`config.mk`:
```
export PLATFORM = sky130hd
export DESIGN_NAME = priv_trap_ctrl
export DESIGN_NICKNAME = d
export VERILOG_FILES = /design/src/rtl/priv_trap_ctrl.sv
export SDC_FILE = /design/constraint.sdc
export NUM_CORES = 1
export LEC_CHECK = 0
export BUFFER_PORTS_ARGS = -buffer_cell sky130_fd_sc_hd__buf_2
export CAP_MARGIN = 20
export CORE_MARGIN = 10
export CORE_UTILIZATION = 43
export CTS_BUF_LIST = sky130_fd_sc_hd__clkbuf_16
export CTS_CLUSTER_DIAMETER = 150
export DETAILED_ROUTE_END_ITERATION = 6
export PLACE_DENSITY = 0.82
export SYNTH_ARGS = -nofsm -noshare
export SYNTH_HDL_FRONTEND = slang
export SYNTH_SLANG_ARGS = --single-unit
```
`constraint.sdc`:
```
create_clock -name CLK -period 3.2 [get_ports CLK]
set_clock_uncertainty 0.2 [all_clocks]
set_input_delay 0.16 -clock CLK [delete_from_list [all_inputs] [get_ports CLK]]
set_output_delay 0.16 -clock CLK [all_outputs]
set_load 0.005 [all_outputs]
```
`src/rtl/priv_trap_ctrl.sv`:
```
// Machine-mode trap controller: latches interrupt requests, arbitrates exceptions and interrupts,
// waits for the pipeline to drain, then issues the CSR-update and PC-redirect strobes.
module priv_trap_ctrl #(
  parameter int unsigned NUM_INT     = 16,
  parameter int unsigned NUM_EXC     = 16,
  parameter int unsigned XLEN        = 32,
  parameter bit          VECTORED_EN = 1'b1
) (
  input  logic               CLK,
  input  logic               RST,
  input  logic [NUM_INT-1:0] int_src,
  input  logic [NUM_INT-1:0] int_clr,
  input  logic [NUM_INT-1:0] int_en,
  input  logic               global_ie,
  input  logic [NUM_EXC-1:0] exc_src,
  input  logic [XLEN-1:0]    exc_tval,
  input  logic [XLEN-1:0]    epc,
  input  logic               pipe_clear,
  input  logic               mret,
  input  logic [XLEN-1:0]    mtvec_base,
  input  logic               mtvec_mode,
  input  logic [XLEN-1:0]    mepc_in,
  output logic [NUM_INT-1:0] pending,
  output logic               intr,
  output logic               busy,
  output logic               inject,
  output logic               insert_pc,
  output logic [XLEN-1:0]    priv_pc,
  output logic               cause_int,
  output logic [4:0]         cause_code,
  output logic [XLEN-1:0]    next_epc,
  output logic [XLEN-1:0]    next_tval
);

  typedef enum logic [1:0] {
    IDLE       = 2'd0,
    WAIT_CLEAR = 2'd1,
    INJECT     = 2'd2,
    RETURN     = 2'd3
  } state_t;

  state_t             state_q;
  state_t             state_d;
  logic [NUM_INT-1:0] pend_q;
  logic [NUM_INT-1:0] cand;
  logic               exc_hit;
  logic               int_hit;
  logic [4:0]         exc_code;
  logic [4:0]         int_code;
  logic               capture;
  logic               cap_int;
  logic [4:0]         cap_code;
  logic [XLEN-1:0]    vec_base;
  logic [XLEN-1:0]    trap_pc;
  logic               unused_ok;

  // Clear wins over a same-cycle set; keeps running regardless of FSM state.
  always_ff @(posedge CLK or posedge RST) begin
    if (RST) begin
      pend_q <= '0;
    end else begin
      pend_q <= (pend_q | int_src) & ~int_clr;
    end
  end

  assign pending = pend_q;
  assign cand    = pend_q & int_en & {NUM_INT{global_ie}};
  assign exc_hit = |exc_src;
  assign int_hit = |cand;

  // Lowest exception index: scan downward so the last hit written is the lowest.
  always_comb begin
    exc_code = '0;
    for (int unsigned i = NUM_EXC; i > 0; i--) begin
      if (exc_src[i-1]) exc_code = 5'(i - 1);
    end
  end

  // Highest interrupt index: scan upward so the last hit written is the highest.
  always_comb begin
    int_code = '0;
    for (int unsigned i = 0; i < NUM_INT; i++) begin
      if (cand[i]) int_code = 5'(i);
    end
  end

  always_ff @(posedge CLK or posedge RST) begin
    if (RST) begin
      state_q <= IDLE;
    end else begin
      state_q <= state_d;
    end
  end

  always_comb begin
    state_d  = state_q;
    capture  = 1'b0;
    cap_int  = 1'b0;
    cap_code = '0;
    unique case (state_q)
      IDLE: begin
        if (exc_hit) begin
          capture  = 1'b1;
          cap_code = exc_code;
          state_d  = WAIT_CLEAR;
        end else if (int_hit) begin
          capture  = 1'b1;
          cap_int  = 1'b1;
          cap_code = int_code;
          state_d  = WAIT_CLEAR;
        end else if (mret) begin
          state_d = RETURN;
        end
      end
      WAIT_CLEAR: if (pipe_clear) state_d = INJECT;
      INJECT:     state_d = IDLE;
      RETURN:     state_d = IDLE;
      default:    state_d = IDLE;
    endcase
  end

  always_ff @(posedge CLK or posedge RST) begin
    if (RST) begin
      cause_int  <= 1'b0;
      cause_code <= '0;
      next_epc   <= '0;
      next_tval  <= '0;
    end else if (capture) begin
      cause_int  <= cap_int;
      cause_code <= cap_code;
      next_epc   <= epc;
      next_tval  <= cap_int ? '0 : exc_tval;
    end
  end

  assign vec_base  = {mtvec_base[XLEN-1:2], 2'b00};
  assign trap_pc   = (VECTORED_EN && mtvec_mode && cause_int)
                   ? vec_base + XLEN'({cause_code, 2'b00})
                   : vec_base;
  assign unused_ok = &{1'b0, mtvec_base[1:0]};

  always_comb begin
    intr      = 1'b0;
    busy      = 1'b0;
    inject    = 1'b0;
    insert_pc = 1'b0;
    priv_pc   = '0;
    unique case (state_q)
      IDLE: ;
      WAIT_CLEAR: begin
        intr = 1'b1;
        busy = 1'b1;
      end
      INJECT: begin
        intr      = 1'b1;
        busy      = 1'b1;
        inject    = 1'b1;
        insert_pc = 1'b1;
        priv_pc   = trap_pc;
      end
      RETURN: begin
        busy      = 1'b1;
        insert_pc = 1'b1;
        priv_pc   = mepc_in;
      end
      default: ;
    endcase
  end

endmodule

```
# After elaboration in Yosys (flattened, before gate mapping)
# Cells that the tools add are included.
# Widths: inputs -> output; s select.
# op_classes
n_addsub	1
reduce_logical	8
bitwise_logic	5
shifts	0
mul	0
n_mux	51
n_lt_le_gt_ge	0
div	0
n_eq_ne	5
# op_table
operator	n
$mux 5	32
$mux 32	2
$pmux 32 s2	1
$and 16x16->16	3
$add 32x7->32	1
$reduce_or 16->1	2
$not 16->16	1
$or 16x16->16	1
$mux 1	10
$mux 2	4
$pmux 2 s3	1
$eq 2x2->1 const B	2
$mux 4	1
$ne 4x4->1 const B	1
$reduce_or 2->1	2
$reduce_or 3->1	1
$eq 2x1->1 const B	1
$logic_not 2->1	1
$ne 2x2->1 const B	1
$reduce_and 2->1	1
$logic_and 1x1->1	1
# word_totals
wordCells	76
mem_count	0
latch_bits	0
input_bits	198
out_inout_bits	122
ramBits	0
rom_bits	0
register_bits	88

# Depth between registers and ports, before layout
# depth
word_depth	20
mapped_depth	9
depth_no_buf	9

# Worst setup path after synthesis
# No wires, ideal clock.
# synth_path
path_type	register -> output
from	register cause_code[0]
to	output priv_pc[22]
path_slack_ps	454
path_stages_with_launch	10
n_path_buf	0
t_arrival_ps	2386
t_required_ps	2840
cell_sequence	dfrtp_1 > ha_1 > inv_1 > fa_1 > nor2b_1 > o21ai_0 > and2_1 > or4b_2 > xor2_1 > o21ai_0
# synth_between
elab_chain_len	3
# synth_rtl
element	line	rtl
start: declaration	30	output logic [4:0] cause_code,
start signal: assignment	130	cause_code <= cap_code;
$add 32x7->32	138	? vec_base + XLEN'({cause_code, 2'b00})
$mux 32	138	
$pmux 32 s2	148	unique case (state_q)
end: declaration	28	output logic [XLEN-1:0] priv_pc,
# No other way between the ends.

# Final worst setup path
# layout_path
from	register cause_code[1]
to	output priv_pc[31]
# Same word-level chain as after synthesis.

==> flow_summary.yaml <==
worst_hold_path:
  worst_hold_path.endpoint: "cause_code[1]"
  hold_path_startpoint: "exc_src[1]"
  min_delay_path_depth: 3
  worst_min_path_class: "primary input to register"
yosys:
  synth_cells: 475
  netlist_top_cells_area: "sky130_fd_sc_hd__dfrtp_1 45%, sky130_fd_sc_hd__mux2_4 9.3%, sky130_fd_sc_hd__a22o_1 7.8%"
  area_share_of_the_leading_cell_type_in_the_synthesized_netlist: 0.4509
  post-synth-top-area-cell: "sky130_fd_sc_hd__dfrtp_1"
  synth.net_count: 683
  avgSynthCellArea_um2: 10.17
  yosys_register_bits: 87
  count_of_flip_flops_with_a_built_in_enable_after_synthesis: 0
  ys_warn_count: 0
  syn_area_mm2: 0.004828
  synth_sequential_area_ratio: 0.4509
  synth.distinct_cells: 51
  async_reset_ff_frac: 1.000
  postSynth.topFlopCell: "sky130_fd_sc_hd__dfrtp_1"
global_routing:
  grt_pass1_wl_um: 33760
  grt_start_max_net_pins: 46
  routing_usage_on_met1: 0.2774
  grt.busiest_layer: "met2"
  grtUsageMet3: 0.09144
  first_global_vias: 6070
  gr_util_met2: 0.4660
  grt.total_usage: 0.2631
  overall_overflow_remaining_after_global_route: 0
  antenna_found_initial: 4
die:
  fp.dieArea_mm2: 0.01587
  die-height_um: 126.0
  row_count: 38
  core_mm2: 0.01094
  floorplan.die.width_um: 126.0
  design.portCount: 320
  floorplan.initialDensity: 0.4415
placement:
  port_buffers: 316
  detailedPlacementHpwl_um: 14930
  gp_routability_congestion: 0.9212
  placedCellCount: 921
route:
  drt_iter0_drc: 376
  drt_drc_violations_left: 0
  detail_route.vias_per_cell: 5.424
  ant_nets: 0
  wirelength_um: 22240
  detail_route.wl_per_cell_um: 21.12
  drt_first_pass_iters: 5
  dr_total_vias: 5711
sta:
  slew_headroom: 0.5594
  setup_violations: 0
  rsz_0062_raised_after_global_routing: "false"
  period_needed_ns: 3.000
  fin_worst_hold_slack_ns: 0.04850
  timing.final.hold_violations: 0
  post-route-period-util: 0.9375
  slew_viols_final: 0
  highest_clock_frequency_the_design_can_meet_mhz: 333.3
  worst_pin_slew_ns: 0.6602
  setup-tns-final_ns: 0
setup_path:
  crit-reg2reg-capture: "next_tval[16]"
  path_max_fanout: 7
  crit-reg2reg-launch: "pending[10]"
  critPathCaptureType: "output pin"
  reg2regPathDepth: 6
  crit_path_start_kind: "register"
  worst-endpoint-arrival_ns: 2.64
  cp_data_required_time_ns: 2.84
  critical_path_class: "register to output pin"
  setup.reg_to_reg.worst_slack_ns: 0.21
run:
  cap_viol_max_count: 0
final_layout:
  post-route-util: 0.7286
  drive_above_1_share: 0.4312
  area_delta_synth_final_pct: 65.02
  fin_nets: 1112
  final_cells: 1053
  fillers: 745
clock_tree:
  clockBufferDepth: 2
  clock-root-buffer: "sky130_fd_sc_hd__clkbuf_16"
  clkSinkCount: 87
  cts.clk_slew.worst_paths_ns: 0.06
  cts_made_buffers: 9
  cts_htree_levels: 3
  tritoncts: "yes"
  worstSkewPairLatency_ns: 0.34
power:
  ir_worst_vdd_v: 0.0005106
  power.density_cell_area_mw_per_mm2: 725.0
  power.total_uw: 5777
  power.static_leakage_uw: 0.004082
run_status:
  run_status: "finished, final reports clean"
-- repair_timing --
item                                    4_1_cts  5_1_grt
buffers inserted                              6        3
pin swaps                                     0        1
hold buffers                                103        0
hold endpoints to repair                    106        0
gates resized for setup                       4        4
gates cloned                                  0        0
endpoints found under the setup margin        1        1
-- per-stage QoR --
stage	setup WS, ns	area (um2)
after global placement	0.2360	6514
after CTS	0.002113	7926
after global routing	0.004149	7968
final	0.2000	7968
after detailed placement	0.1804	6514
after floorplan	0.4545	4828
-- synth_stat cells (all sizes together) (2+ instances only) --
cell type	number
o211ai	3
nor2b	3
xnor2	12
nand3	11
nor2	53
o21ai	37
a2111oi	2
nand2	60
a22oi	4
a21boi	3
inv	13
nor3	5
a221oi	2
or3	2
or4	3
xor2	12
buf	8
nand2b	5
a21oi	8
o31ai	2
nor4	7
a22o	43
and2	4
a211oi	4
clkbuf	10
a32oi	2
mux2	32
nand4	9
dfrtp	87
and3	5
ha	9
-- registers in the layout, indices dropped and copies added (netlist names) --
register / flops
state_q: 2
next_tval: 32
next_epc: 32
pending: 16
cause_code: 4
cause_int: 1
-- worst max-delay path by stage --
| stage | startpoint | end | slack [ns] | depth (start not counted) |
|---|---|---|---|---|
| 6_report | cause_code[1] | priv_pc[31] | 0.20 | 8 |
| 3_3_place_gp | cause_code[0] | priv_pc[22] | 0.24 | 10 |
| 2_1_floorplan | cause_code[0] | priv_pc[22] | 0.45 | 9 |
| 5_1_grt | cause_code[1] | priv_pc[31] | 0.004 | 8 |
| 3_5_place_dp | cause_code[0] | priv_pc[22] | 0.18 | 10 |
| 4_1_cts | cause_code[0] | priv_pc[22] | 0.002 | 10 |
-- cell families after synthesis --
kind of cell / Yosys count / synth area share
compound gates: 118 / 0.1739
xor+xnor: 24 / 0.04353
simple gates: 171 / 0.1653
mux: 33 / 0.1000
flops: 87 / 0.4509
fa+ha+maj: 10 / 0.02747
buf+inv: 31 / 0.03810
other cells: 1 / 0.0007767
-- cells in the final DEF (no fill, tap or decap), drive strengths merged, types with 9 or more instances in the layout --
| cell | Yosys | routed |
|---|---|---|
| clkbuf | 10 | 9 |
| xor2 | 12 | 12 |
| nand2 | 60 | 60 |
| ha | 9 | 9 |
| a22o | 43 | 43 |
| nand4 | 9 | 9 |
| buf | 8 | 333 |
| nor2 | 53 | 53 |
| dfrtp | 87 | 87 |
| dlygate4sd3 | 0 | 103 |
| o21ai | 37 | 37 |
| nand3 | 11 | 11 |
| xnor2 | 12 | 12 |
| inv | 13 | 15 |
| mux2 | 32 | 32 |
-- layout make-up --
class	count	area, um2	area share
repair buffers	436	2740	0.3439
multi-input cells	357	2487	0.3122
well taps	140	175.2	0.02198
inverters	13	50.05	0.006281
flip-flops and latches	87	2177	0.2732
clock inverters	7	102.6	0.01288
diodes	4	10.01	0.001256
clock buffers	9	225.2	0.02827
-- critical path, cell delays in order, from the launching register on --
cell	delay, ns
sky130_fd_sc_hd__dfrtp_1	0.39
sky130_fd_sc_hd__ha_1	0.30
sky130_fd_sc_hd__a211oi_1	0.29
sky130_fd_sc_hd__nor2_1	0.12
sky130_fd_sc_hd__o2111ai_1	0.57
sky130_fd_sc_hd__nor2_1	0.14
sky130_fd_sc_hd__xnor2_1	0.15
sky130_fd_sc_hd__o21ai_0	0.19
sky130_fd_sc_hd__buf_2	0.16
-- power breakdown --
group / switching [uW] / internal, uW
logic: 1280 / 1400
registers: 347 / 1560
clock network: 489 / 697
-- per-layer routing --
layer	up-vias	part of all wire
li1	2574	-
met1	2711	0.36
met3	73	0.099
met5	-	0
met2	353	0.50
met4	0	0.044
No activity file was read; power rests on OpenSTA's default activity.
